--- config.mk ---
export PLATFORM = sky130hd
export DESIGN_NAME = sha_miter_monitor
export DESIGN_NICKNAME = d
export VERILOG_FILES = /design/src/rtl/sha_miter_pkg.sv /design/src/rtl/sha_miter_lane_cmp.sv /design/src/rtl/sha_miter_monitor.sv
export SDC_FILE = /design/constraint.sdc
export NUM_CORES = 1
export LEC_CHECK = 0
export ABC_AREA = 1
export BUFFER_PORTS_ARGS = -buffer_cell sky130_fd_sc_hd__buf_2
export CAP_MARGIN = 20
export CORE_MARGIN = 8
export CORE_UTILIZATION = 45
export DETAILED_ROUTE_END_ITERATION = 12
export PLACE_DENSITY = 0.71
export SKIP_LAST_GASP = 1
export SYNTH_ARGS = -nofsm -noshare
export SYNTH_HDL_FRONTEND = slang
export SYNTH_SLANG_ARGS = --single-unit
--- constraint.sdc ---
create_clock -name clk_i -period 2.62 [get_ports clk_i]
set_clock_uncertainty 0.15 [all_clocks]
set_input_delay 0 -clock clk_i [delete_from_list [all_inputs] [get_ports clk_i]]
set_output_delay 0 -clock clk_i [all_outputs]
set_load 0.01 [all_outputs]
--- src/rtl/sha_miter_pkg.sv ---
// ---------------------------------------------------------------------------
// sha_miter_pkg
// Shared definitions for the SHA lockstep miter monitor: the monitor state
// enum (its encoding is visible on state_o) and the helper that locates a
// lane's slice inside the packed lane buses.
// ---------------------------------------------------------------------------
package sha_miter_pkg;

    // Monitor states; the numeric values are the ones reported on state_o
    typedef enum logic [1:0] {
        ST_IDLE    = 2'd0,
        ST_WARM    = 2'd1,
        ST_ARMED   = 2'd2,
        ST_TRIPPED = 2'd3
    } miterState_t;

    localparam int STATE_W = 2;

    // Lowest bit index of lane 'lane' in a bus packing lanes of 'width' bits
    function automatic int laneLsb(input int lane, input int width);
        return lane * width;
    endfunction

endpackage

--- src/rtl/sha_miter_lane_cmp.sv ---
// ---------------------------------------------------------------------------
// sha_miter_lane_cmp
// Combinational compare of one lane against the golden lane 0. The lane
// differs when its cmd differs, or when its text differs while the text
// compare is enabled (always with QUAL=0, else only when golden
// cmd[QUAL_BIT] is 1).
//
// Ports:
//   i_refText  DW  golden (lane 0) text
//   i_refCmd   CW  golden (lane 0) cmd
//   i_laneText DW  text of the lane under test
//   i_laneCmd  CW  cmd of the lane under test
//   o_differ   1   lane under test diverges from lane 0
// ---------------------------------------------------------------------------
module sha_miter_lane_cmp
    import sha_miter_pkg::*;
#(
    parameter int DW       = 32,
    parameter int CW       = 5,
    parameter int QUAL     = 0,
    parameter int QUAL_BIT = 0
) (
    input  logic [DW-1:0] i_refText,
    input  logic [CW-1:0] i_refCmd,
    input  logic [DW-1:0] i_laneText,
    input  logic [CW-1:0] i_laneCmd,
    output logic          o_differ
);

    logic w_textEn;

    // Text is only meaningful when the golden lane qualifies it
    always_comb begin
        w_textEn = (QUAL == 0) || i_refCmd[QUAL_BIT];
        o_differ = (i_laneCmd != i_refCmd) || (w_textEn && (i_laneText != i_refText));
    end

endmodule

--- src/rtl/sha_miter_monitor.sv ---
// ---------------------------------------------------------------------------
// sha_miter_monitor
// N-lane lockstep miter. After arm and an optional warm-up, every cycle the
// lanes 1..LANES-1 are compared with lane 0; the first divergence freezes a
// post-mortem capture (lane mask, compare index, lane-0 text, XOR diff)
// until clear or reset.
//
// Ports:
//   clk_i       1          clock, rising edge
//   rst_i       1          asynchronous active-low reset
//   text_i      LANES*DW   packed lane text, lane k at [k*DW +: DW]
//   cmd_i       LANES*CW   packed lane cmd,  lane k at [k*CW +: CW]
//   arm_i       1          start monitoring (IDLE only)
//   clear_i     1          back to IDLE, capture cleared (highest priority)
//   mismatch_o  1          sticky divergence flag
//   lanes_o     LANES      divergent-lane mask at trip (bit 0 always 0)
//   cnt_o       CNT_W      compare cycles elapsed, frozen at trip
//   snap_o      DW         lane-0 text at trip
//   diff_o      DW         lane-0 text XOR lowest divergent lane text
//   state_o     2          IDLE=0, WARM=1, ARMED=2, TRIPPED=3
// ---------------------------------------------------------------------------
module sha_miter_monitor
    import sha_miter_pkg::*;
#(
    parameter int LANES    = 2,
    parameter int DW       = 32,
    parameter int CW       = 5,
    parameter int WARMUP   = 4,
    parameter int CNT_W    = 32,
    parameter int QUAL     = 0,
    parameter int QUAL_BIT = 0
) (
    input  logic                clk_i,
    input  logic                rst_i,
    input  logic [LANES*DW-1:0] text_i,
    input  logic [LANES*CW-1:0] cmd_i,
    input  logic                arm_i,
    input  logic                clear_i,
    output logic                mismatch_o,
    output logic [LANES-1:0]    lanes_o,
    output logic [CNT_W-1:0]    cnt_o,
    output logic [DW-1:0]       snap_o,
    output logic [DW-1:0]       diff_o,
    output logic [STATE_W-1:0]  state_o
);

    localparam int WARM_W = (WARMUP > 1) ? $clog2(WARMUP) : 1;
    localparam logic [WARM_W-1:0] WARM_LOAD = (WARMUP > 0) ? WARM_W'(WARMUP - 1) : '0;

    miterState_t       r_state;
    miterState_t       w_nextState;
    logic [WARM_W-1:0] r_warmCnt;
    logic [CNT_W-1:0]  r_cnt;
    logic              r_mismatch;
    logic [LANES-1:0]  r_lanes;
    logic [DW-1:0]     r_snap;
    logic [DW-1:0]     r_diff;

    logic [LANES-1:0]  w_differ;
    logic              w_anyDiffer;
    logic [DW-1:0]     w_diffText;
    logic              w_loadWarm;
    logic              w_decWarm;
    logic              w_countUp;
    logic              w_capture;
    logic              w_clearAll;

    // Lane 0 is the reference and can never diverge from itself
    assign w_differ[0] = 1'b0;

    for (genvar k = 1; k < LANES; k++) begin : g_lane
        sha_miter_lane_cmp #(
            .DW       (DW),
            .CW       (CW),
            .QUAL     (QUAL),
            .QUAL_BIT (QUAL_BIT)
        ) u_cmp (
            .i_refText  (text_i[DW-1:0]),
            .i_refCmd   (cmd_i[CW-1:0]),
            .i_laneText (text_i[laneLsb(k, DW) +: DW]),
            .i_laneCmd  (cmd_i[laneLsb(k, CW) +: CW]),
            .o_differ   (w_differ[k])
        );
    end

    assign w_anyDiffer = |w_differ;

    // Priority select: walking from the top lane down lets the lowest
    // divergent lane overwrite any higher one
    always_comb begin
        w_diffText = '0;
        for (int k = LANES - 1; k >= 1; k--) begin
            if (w_differ[k]) begin
                w_diffText = text_i[DW-1:0] ^ text_i[laneLsb(k, DW) +: DW];
            end
        end
    end

    // State register
    always_ff @(posedge clk_i or negedge rst_i) begin
        if (!rst_i) begin
            r_state <= ST_IDLE;
        end else begin
            r_state <= w_nextState;
        end
    end

    // Next-state logic; clear wins over arm and over a trip in the same cycle
    always_comb begin
        w_nextState = r_state;
        if (clear_i) begin
            w_nextState = ST_IDLE;
        end else begin
            case (r_state)
                ST_IDLE:    if (arm_i) w_nextState = (WARMUP == 0) ? ST_ARMED : ST_WARM;
                ST_WARM:    if (r_warmCnt == '0) w_nextState = ST_ARMED;
                ST_ARMED:   if (w_anyDiffer) w_nextState = ST_TRIPPED;
                ST_TRIPPED: w_nextState = ST_TRIPPED;
                default:    w_nextState = ST_IDLE;
            endcase
        end
    end

    // Datapath strobes decoded from the current state
    always_comb begin
        w_loadWarm = 1'b0;
        w_decWarm  = 1'b0;
        w_countUp  = 1'b0;
        w_capture  = 1'b0;
        w_clearAll = 1'b0;
        if (clear_i) begin
            w_clearAll = 1'b1;
        end else begin
            case (r_state)
                ST_IDLE:  w_loadWarm = arm_i;
                ST_WARM:  w_decWarm  = 1'b1;
                ST_ARMED: begin
                    w_capture = w_anyDiffer;
                    w_countUp = ~w_anyDiffer;
                end
                default: ;
            endcase
        end
    end

    // Warm-up counter, saturating compare counter and trip capture
    always_ff @(posedge clk_i or negedge rst_i) begin
        if (!rst_i) begin
            r_warmCnt  <= '0;
            r_cnt      <= '0;
            r_mismatch <= 1'b0;
            r_lanes    <= '0;
            r_snap     <= '0;
            r_diff     <= '0;
        end else if (w_clearAll) begin
            r_warmCnt  <= '0;
            r_cnt      <= '0;
            r_mismatch <= 1'b0;
            r_lanes    <= '0;
            r_snap     <= '0;
            r_diff     <= '0;
        end else begin
            if (w_loadWarm) begin
                r_warmCnt <= WARM_LOAD;
            end else if (w_decWarm && (r_warmCnt != '0)) begin
                r_warmCnt <= r_warmCnt - 1'b1;
            end
            if (w_countUp && (r_cnt != {CNT_W{1'b1}})) begin
                r_cnt <= r_cnt + 1'b1;
            end
            if (w_capture) begin
                r_mismatch <= 1'b1;
                r_lanes    <= w_differ;
                r_snap     <= text_i[DW-1:0];
                r_diff     <= w_diffText;
            end
        end
    end

    assign mismatch_o = r_mismatch;
    assign lanes_o    = r_lanes;
    assign cnt_o      = r_cnt;
    assign snap_o     = r_snap;
    assign diff_o     = r_diff;
    assign state_o    = r_state;

endmodule

# == Yosys cells after proc, flatten, opt, wreduce, memory -nomap -nowiden ==
# Index checks and enable logic that the tools add are counted.
# totals
reg_bits,103
inputBits,78
out_inout_bits,101
# op_classes
addsub,2
n_eq_ne,9
n_mux,28
n_bitwise,2
n_reduce_logical,10
# ops
cell,count
$mux 32,7
$add 32x1->32 const B,1
$ne 32x32->1,1
$ne 32x32->1 const B,1
$xor 32x32->32,1
$mux 2,9
$mux 1,11
$ne 3x3->1 const B,3
$pmux 2 s4,1
$reduce_bool 2->1,3
$ne 5x5->1,1
$eq 2x2->1 const B,2
$logic_not 2->1,2
$reduce_and 3->1,1
$reduce_bool 3->1,1
$eq 2x1->1 const B,1
$logic_and 1x1->1,2
$sub 2x1->2 const B,1
$logic_or 1x1->1,1
$not 1->1,1

# == Longest topological paths before layout ==
# Gate-level depths: netlist of run 1.
# logic_depth
word_depth,8
ltp_mapped,13

# == By module ==
# From an unflattened synthesis of run 1, not the netlist that was laid out.
# hier_totals
cells_unflattened,749
area_unflattened_um2,5738.0
# by_module_without_submodules
mod,instances,cells_each,area_per_inst_um2,seq_area_each_um2
sha_miter_monitor,1,640,5190.0,2552.4
sha_miter_lane_cmp,1,109,548.0,0.0

# == Worst setup path before layout of run 1 ==
# OpenSTA, ideal clock, no wires.
# synth_timing
kind,reg-to-reg
startpoint,"register r_cnt[0], in the netlist cnt_o[0]"
endpoint,"register r_cnt[26], in the netlist cnt_o[26]"
setup_time_ps,118
arrival_ps,1660
t_required_ps,2352
path_slack_ps,692
stages_incl_launch_ff,13
n_path_buf,1
cell_sequence,dfrtp_1 -> ha_1 -> nand3_1 -> inv_2 -> nand2_4 -> nor2_8 -> nand2_4 -> nor2_4 -> nand2_2 -> nand4_4 -> buf_8 -> nand3_2 -> nand2_1
# synth_between
elab_chain_len,3
# synth_rtl
item,line,rtl
start: declaration,sha_miter_monitor.sv:53,logic [CNT_W-1:0] r_cnt;
start signal: assignment,sha_miter_monitor.sv:169,r_cnt <= r_cnt + 1'b1;
$add 32x1->32 or $ne 32x32->1 (tied branches),"sha_miter_monitor.sv:169, sha_miter_monitor.sv:168",
$mux 32 or $logic_and 1x1->1 (tied branches),sha_miter_monitor.sv:168,if (w_countUp && (r_cnt != {CNT_W{1'b1}})) begin
$mux 32 or $reduce_bool 2->1 (tied branches),--,
# Several ways; a longest one is shown, not always the timed one. The select of a mux whose other input is x is not followed.
# A chain may end at the register's enable or synchronous reset.

# == Final worst setup path of run 1 ==
# layout_timing
startpoint,"register r_cnt[0], in the netlist cnt_o[0]"
endpoint,"register r_cnt[0], in the netlist cnt_o[0]"
# The elaborated chain is that of the path after synthesis.

==> metrics.cfg, run 1 <==
[outcome]
run_status = completed

[sta]
finalHoldViolations = 0
worst_pin_slew_ns = 0.727
tns_ns = 0
final.period_utilization_pct = 89.1
rsz0062_at_grt = false
max_slew_margin_pct = 51.6
drv_slew = 0
post-route-min-period_ns = 2.33
clock.fmax_mhz = 429
final-setup-viol-count = 0

[synthesis]
netlist_instances = 912
ys_seq_area_share_pct = 40.4
syn-num-nets = 992
synthFlopType = dfrtp_1
ys_warn_count = 0
avgSynthCellArea_sq_um = 6.93
synth.distinct_cells = 35
ys_seq_elements = 102
synth_edf_count = 0
async_flop_share_pct = 100
syn_area_sq_um = 6320

[setup_path]
crit_fanout = 32
crit_required_ns = 2.71
cp_cell_sequence = ha_1 -> nand3_1 -> inv_2 -> nand2_4 -> nor2_8 -> nand2_4 -> nor2_4 -> nand2_2 -> nand4_4 -> nand3_1 -> nand2_1
critPathArrivalTime_ns = 2.42
path_buf_inv = 1
critical-path-top-delay-family = simple AND/OR/NAND/NOR gates
crit_type = reg -> reg
start_kind = flip-flop
critPathCaptureType = flip-flop
slowest_stage = nand4_4
max_stage_delay_ns = 0.47

[cts]
cts_root_buffer = clkbuf_16
clock_latency_ns = 0.35
cts_setup_buffers = 0
htreeDepth = 3
ctsLongestPathBuffers = 2
tritoncts = yes
clkTransAtPathRegs_ns = 0.08
cts_sinks = 102
cts_buffers = 9

[global_routing]
gr-total-overflow = 0
grt_max_degree = 65
grt_usage_pct = 24.2
antenna_found_initial = 5
grt_pass1_wl_mm = 35.2
first_global_vias = 6864

[finish]
final_nets = 1214
syn_to_final_growth_pct = 32.0
seq_area_sq_um = 2550
fin_area_sq_um = 8340
drive_gt1_share_pct = 21.1
multi_input_area_sq_um = 3200
fill_cells = 1297

[placement]
place_area_sq_um = 7350
gp_congestion = 0.871
dp_hpwl_mm = 15.0
place.port_buffers = 177

[pwr]
vdd_ir_drop_max_v = 0.000389
power.leakage_nw = 4.83
powerDensity_nw_per_um2 = 548

[drt]
drtAntennaViolNets = 0
via_per_inst = 5.26
via_count = 6959
first_pass_iters = 5
drtIter0Drc = 466
drcViolationCount = 0
routedWlPerCell_um = 16.4
wl_mm = 21.7

[floorplanning]
die-area_sq_um = 18100
die_h_um = 134
ios = 179
rows = 43
core_area_sq_um = 13800
die_w_um = 134
initial_core_util_pct = 45.9

[job]
maxCapViolCount = 0

[min_path]
min_path_type = in -> async

-- layout by cell type (no fill, tap or decap), types with 3 or more instances in the layout --
master,Yosys,layout
diode_2,0,4
buf_12,0,3
dlygate4sd3_1,0,67
nand3_1,174,172
nand3b_1,8,8
buf_4,2,9
dfrtp_1,102,102
inv_1,84,84
o21ai_0,6,6
buf_2,16,176
xor2_1,20,20
nand2_1,306,306
clkbuf_16,0,9
nor2_1,77,77
nand4_1,27,27
a21oi_1,4,4
inv_2,12,11
xnor2_1,7,7
nand3_2,10,12
nor3_1,8,8
inv_6,0,3
-- kinds of logic after synthesis --
kind of cell               after synthesis  synth area share [%]
AOI/OAI and AO/OA                       14                  1.27
xor gates and xnor gates                27                  3.74
adders and majority gates                2                 0.396
DFF                                    102                  40.4
and+or+nand+nor                        626                  44.9
buffers and inverters                  140                  9.17
other                                    1                0.0594
-- stage by stage --
stage / setup WS, ns / power, W / hold slack (ns) / instances / util (%)
floorplan: 0.692 / 0.00255 / -0.446 / 912 / -
global placement: 0.377 / 0.00307 / -0.0538 / 1236 / 53.4
CTS: 0.271 / 0.00458 / 0.108 / 1319 / 60.4
global route: 0.0801 / 0.00479 / 0.150 / 1323 / 60.5
detailed placement: 0.276 / 0.00308 / -0.0472 / 1236 / 53.4
finish: 0.287 / 0.00457 / 0.0829 / 1323 / 60.5
-- synth_stat cells, drive strengths merged, types with 2 or more instances --
master	n	area share (%)
nand2	310	19
nand3	184	15
dfrtp	102	40
inv	96	5.7
nor2	82	5.4
nand4	28	3.0
clkbuf	23	1.4
buf	21	2.1
xor2	20	2.8
nor3	9	0.79
nand3b	8	0.95
xnor2	7	0.97
o21ai	6	0.48
a21oi	4	0.32
ha	2	0.40
nor3b	2	0.24
nor4	2	0.30
o211ai	2	0.24
-- report_power, final --
group	internal [W]	leakage (nW)	total [W]	switching [W]
clock network	0.000756	0.147	0.00142	0.000666
logic	0.000468	3.28	0.00122	0.000751
registers	0.00178	1.40	0.00193	0.000142
-- what timing repair did --
item | CTS | global route
resized for setup | 0 | 0
endpoints found under the hold margin | 122 | 0
hold buffers | 67 | 0
-- worst reg2reg max path, stage by stage (launching register included) --
cell	delay (ns)
dfrtp_1	0.42
ha_1	0.26
nand3_1	0.19
inv_2	0.07
nand2_4	0.09
nor2_8	0.05
nand2_4	0.08
nor2_4	0.03
nand2_2	0.09
nand4_4	0.48
nand3_1	0.25
nand2_1	0.08
-- state kept, by name, summed over array words and instances (netlist names) --
name and flops:
diff_o 32, mismatch_o 1, snap_o 32, r_warmCnt 2, cnt_o 32, state_o 2
lanes_o 1
-- worst paths after layout --
| path | startpoint | to | slack (ns) | cells past startpoint |
|---|---|---|---|---|
| min | rst_i | snap_o[1]$_DFFE_PN0P_ | 0.08 | 2 |
| max in group asynchronous | rst_i | cnt_o[27]$_DFFE_PN0P_ | 1.52 | 3 |
| min in group clk_i | cmd_i[6] | state_o[1]$_DFFE_PN0P_ | 0.13 | 8 |
| max | cnt_o[0]$_DFFE_PN0P_ | cnt_o[0]$_DFFE_PN0P_ | 0.29 | 11 |
| max reg2reg | cnt_o[0]$_DFFE_PN0P_ | cnt_o[0]$_DFFE_PN0P_ | 0.29 | 11 |
| min reg2reg | mismatch_o$_DFFE_PN0P_ | mismatch_o$_DFFE_PN0P_ | 0.34 | 2 |
-- layer usage --
layer / GRT usage [%] / up-vias / routed length (um)
met5: 0 / - / 0
met2: 38.8 / 314 / 10300
li1: - / 3366 / -
met4: 12.2 / 0 / 829
met1: 30.1 / 3218 / 9000
met3: 5.57 / 61 / 1630
-- final cells by class --
type	count	share of cell area (%)
tap	180	2.70
clock inverter	7	0.976
antenna	4	0.120
clock buffer	9	2.70
multi-input combinational	670	38.4
sequential	102	30.6
inverter	96	4.34
timing repair buffer	255	20.1
(Power assumes the default switching activity.)
==> run 2, diff against run 1 <==
--- a/config.mk
+++ b/config.mk
@@ -9,9 +9,9 @@
 export BUFFER_PORTS_ARGS = -buffer_cell sky130_fd_sc_hd__buf_2
 export CAP_MARGIN = 20
 export CORE_MARGIN = 8
-export CORE_UTILIZATION = 45
+export CORE_UTILIZATION = 53
 export DETAILED_ROUTE_END_ITERATION = 12
-export PLACE_DENSITY = 0.71
+export PLACE_DENSITY = 0.81
 export SKIP_LAST_GASP = 1
 export SYNTH_ARGS = -nofsm -noshare
 export SYNTH_HDL_FRONTEND = slang
==> metrics.cfg, run 2 (synthesized netlist as in run 1, its figures left out) <==
[floorplanning]
die-area_sq_um = 15700
die_h_um = 125
ios = 179
die_w_um = 125
rows = 40
core_area_sq_um = 11800
initial_core_util_pct = 53.5

[finish]
fin_area_sq_um = 8340
drive_gt1_share_pct = 21.2
final_nets = 1214
syn_to_final_growth_pct = 32.1
final_cell_mix = 306 x nand2_1, 176 x buf_2, 172 x nand3_1
layout_commonest_cell = nand2_1

[setup_path]
r2r-end = cnt_o[5]$_DFFE_PN0P_
path_buf_inv = 1
critPathArrivalTime_ns = 2.43
r2r_cells = 11
critPathCaptureType = flip-flop
crit_type = reg -> reg
crit_required_ns = 2.71
slowest_stage = nand4_4
critical-path-top-delay-family = simple AND/OR/NAND/NOR gates
r2r_start = cnt_o[0]$_DFFE_PN0P_
cp_cell_sequence = ha_1 -> nand3_1 -> inv_2 -> nand2_4 -> nor2_8 -> nand2_4 -> nor2_4 -> nand2_2 -> nand4_4 -> nand3_1 -> nand2_1
max_stage_delay_ns = 0.46
crit_fanout = 32
start_kind = flip-flop
reg2reg_slack_ns = 0.28

[global_routing]
grt_usage_pct = 27.8
gr-total-overflow = 0
antenna_found_initial = 1
first_global_vias = 7064
grt_max_degree = 66
grt_pass1_wl_mm = 35.7

[pwr]
powerDensity_nw_per_um2 = 567
clkPwrFrac_pct = 33.1
p_sw_w = 0.00154
power.leakage_nw = 4.85
p_sw_share_pct = 32.5
seqPwrFrac_pct = 40.8
p_comb_share_pct = 26.1
vdd_ir_drop_max_v = 0.000342
internal_power_w = 0.00319

[sta]
final.period_utilization_pct = 89.2
rsz0062_at_grt = false
clock.fmax_mhz = 428
drv_slew = 0
final-setup-viol-count = 0
post-route-min-period_ns = 2.34
finalHoldViolations = 0
tns_ns = 0
worst_pin_slew_ns = 0.708
max_slew_margin_pct = 52.8

[placement]
place.port_buffers = 177
gp_congestion = 0.890
dp_hpwl_mm = 14.6
place_area_sq_um = 7320

[drt]
wl_mm = 21.5
first_pass_iters = 6
via_per_inst = 5.51
drtAntennaViolNets = 0
via_count = 7091
routedWlPerCell_um = 16.7
drtIter0Drc = 630
drcViolationCount = 0

[cts]
cts_setup_buffers = 0
clock_latency_ns = 0.36
clkTransAtPathRegs_ns = 0.08
ctsResizeCount = 0
cts_buffers = 9
htreeDepth = 3
cts_root_buffer = clkbuf_16
tritoncts = yes
ctsLongestPathBuffers = 2
postCtsHoldBufs = 67
cts_sinks = 102

[min_path]
min_path_type = in -> async

[job]
maxCapViolCount = 0

[outcome]
run_status = completed

## run 2: cell types whose count changed in the layout (fill, tap and decap cells not counted), sizes merged
cell | before | now
inv | 98 | 97
diode | 4 | 1
bufinv | 1 | 3
clkinv | 3 | 2
## run 2: through the flow
step	cells	total power, W	hold WS, ns	setup WS, ns	utilization, %
final	1287	0.00473	0.0787	0.284	70.6
after global routing	1287	0.00494	0.164	0.103	70.6
after CTS	1286	0.00471	0.0986	0.290	70.6
after detailed placement	1203	0.00307	-0.0589	0.314	62.0
after global placement	1203	0.00305	-0.0567	0.394	62.0
after floorplan	912	0.00255	-0.446	0.692	-
## run 2: worst max-delay path by stage
stage / startpoint / to / slack, ns / cells past startpoint
2_1_floorplan: cnt_o[0]$_DFFE_PN0P_ / cnt_o[26]$_DFFE_PN0P_ / 0.69 / 12
3_3_place_gp: cnt_o[0]$_DFFE_PN0P_ / cnt_o[4]$_DFFE_PN0P_ / 0.39 / 11
3_5_place_dp: cnt_o[0]$_DFFE_PN0P_ / cnt_o[5]$_DFFE_PN0P_ / 0.31 / 11
4_1_cts: cnt_o[0]$_DFFE_PN0P_ / cnt_o[5]$_DFFE_PN0P_ / 0.29 / 11
5_1_grt: cnt_o[0]$_DFFE_PN0P_ / cnt_o[23]$_DFFE_PN0P_ / 0.10 / 11
6_report: cnt_o[0]$_DFFE_PN0P_ / cnt_o[5]$_DFFE_PN0P_ / 0.28 / 11
## run 2: final cells by class
class	count	area, sq um
fillers	941	3470
inverters	96	362
diodes	1	2.50
well taps	147	184
multi-input cells	670	3200
clock buffers	9	225
repair buffers	255	1690
clock inverters	7	120
flip-flops and latches	102	2550
## run 2: worst register-to-register path, stage by stage (launching register included)
cell and delay [ns]:
dfrtp_1 0.44, ha_1 0.26, nand3_1 0.19, inv_2 0.07
nand2_4 0.10, nor2_8 0.05, nand2_4 0.08, nor2_4 0.03
nand2_2 0.09, nand4_4 0.46, nand3_1 0.23, nand2_1 0.07
## run 2: metal layers
layer  GRT usage [%]  wire length, um
met5               0                0
met4            15.8              980
met3            6.67             1780
met2            45.9            10400
met1            32.8             8330
## run 2: power groups by stage
stage	sequential [W]	combinational (W)	clock (W)
finish	0.00193	0.00123	0.00157
global route	0.00195	0.00136	0.00163
CTS	0.00192	0.00121	0.00158
detailed placement	0.00194	0.00113	0
global placement	0.00194	0.00111	0
floorplan	0.00202	0.000525	0
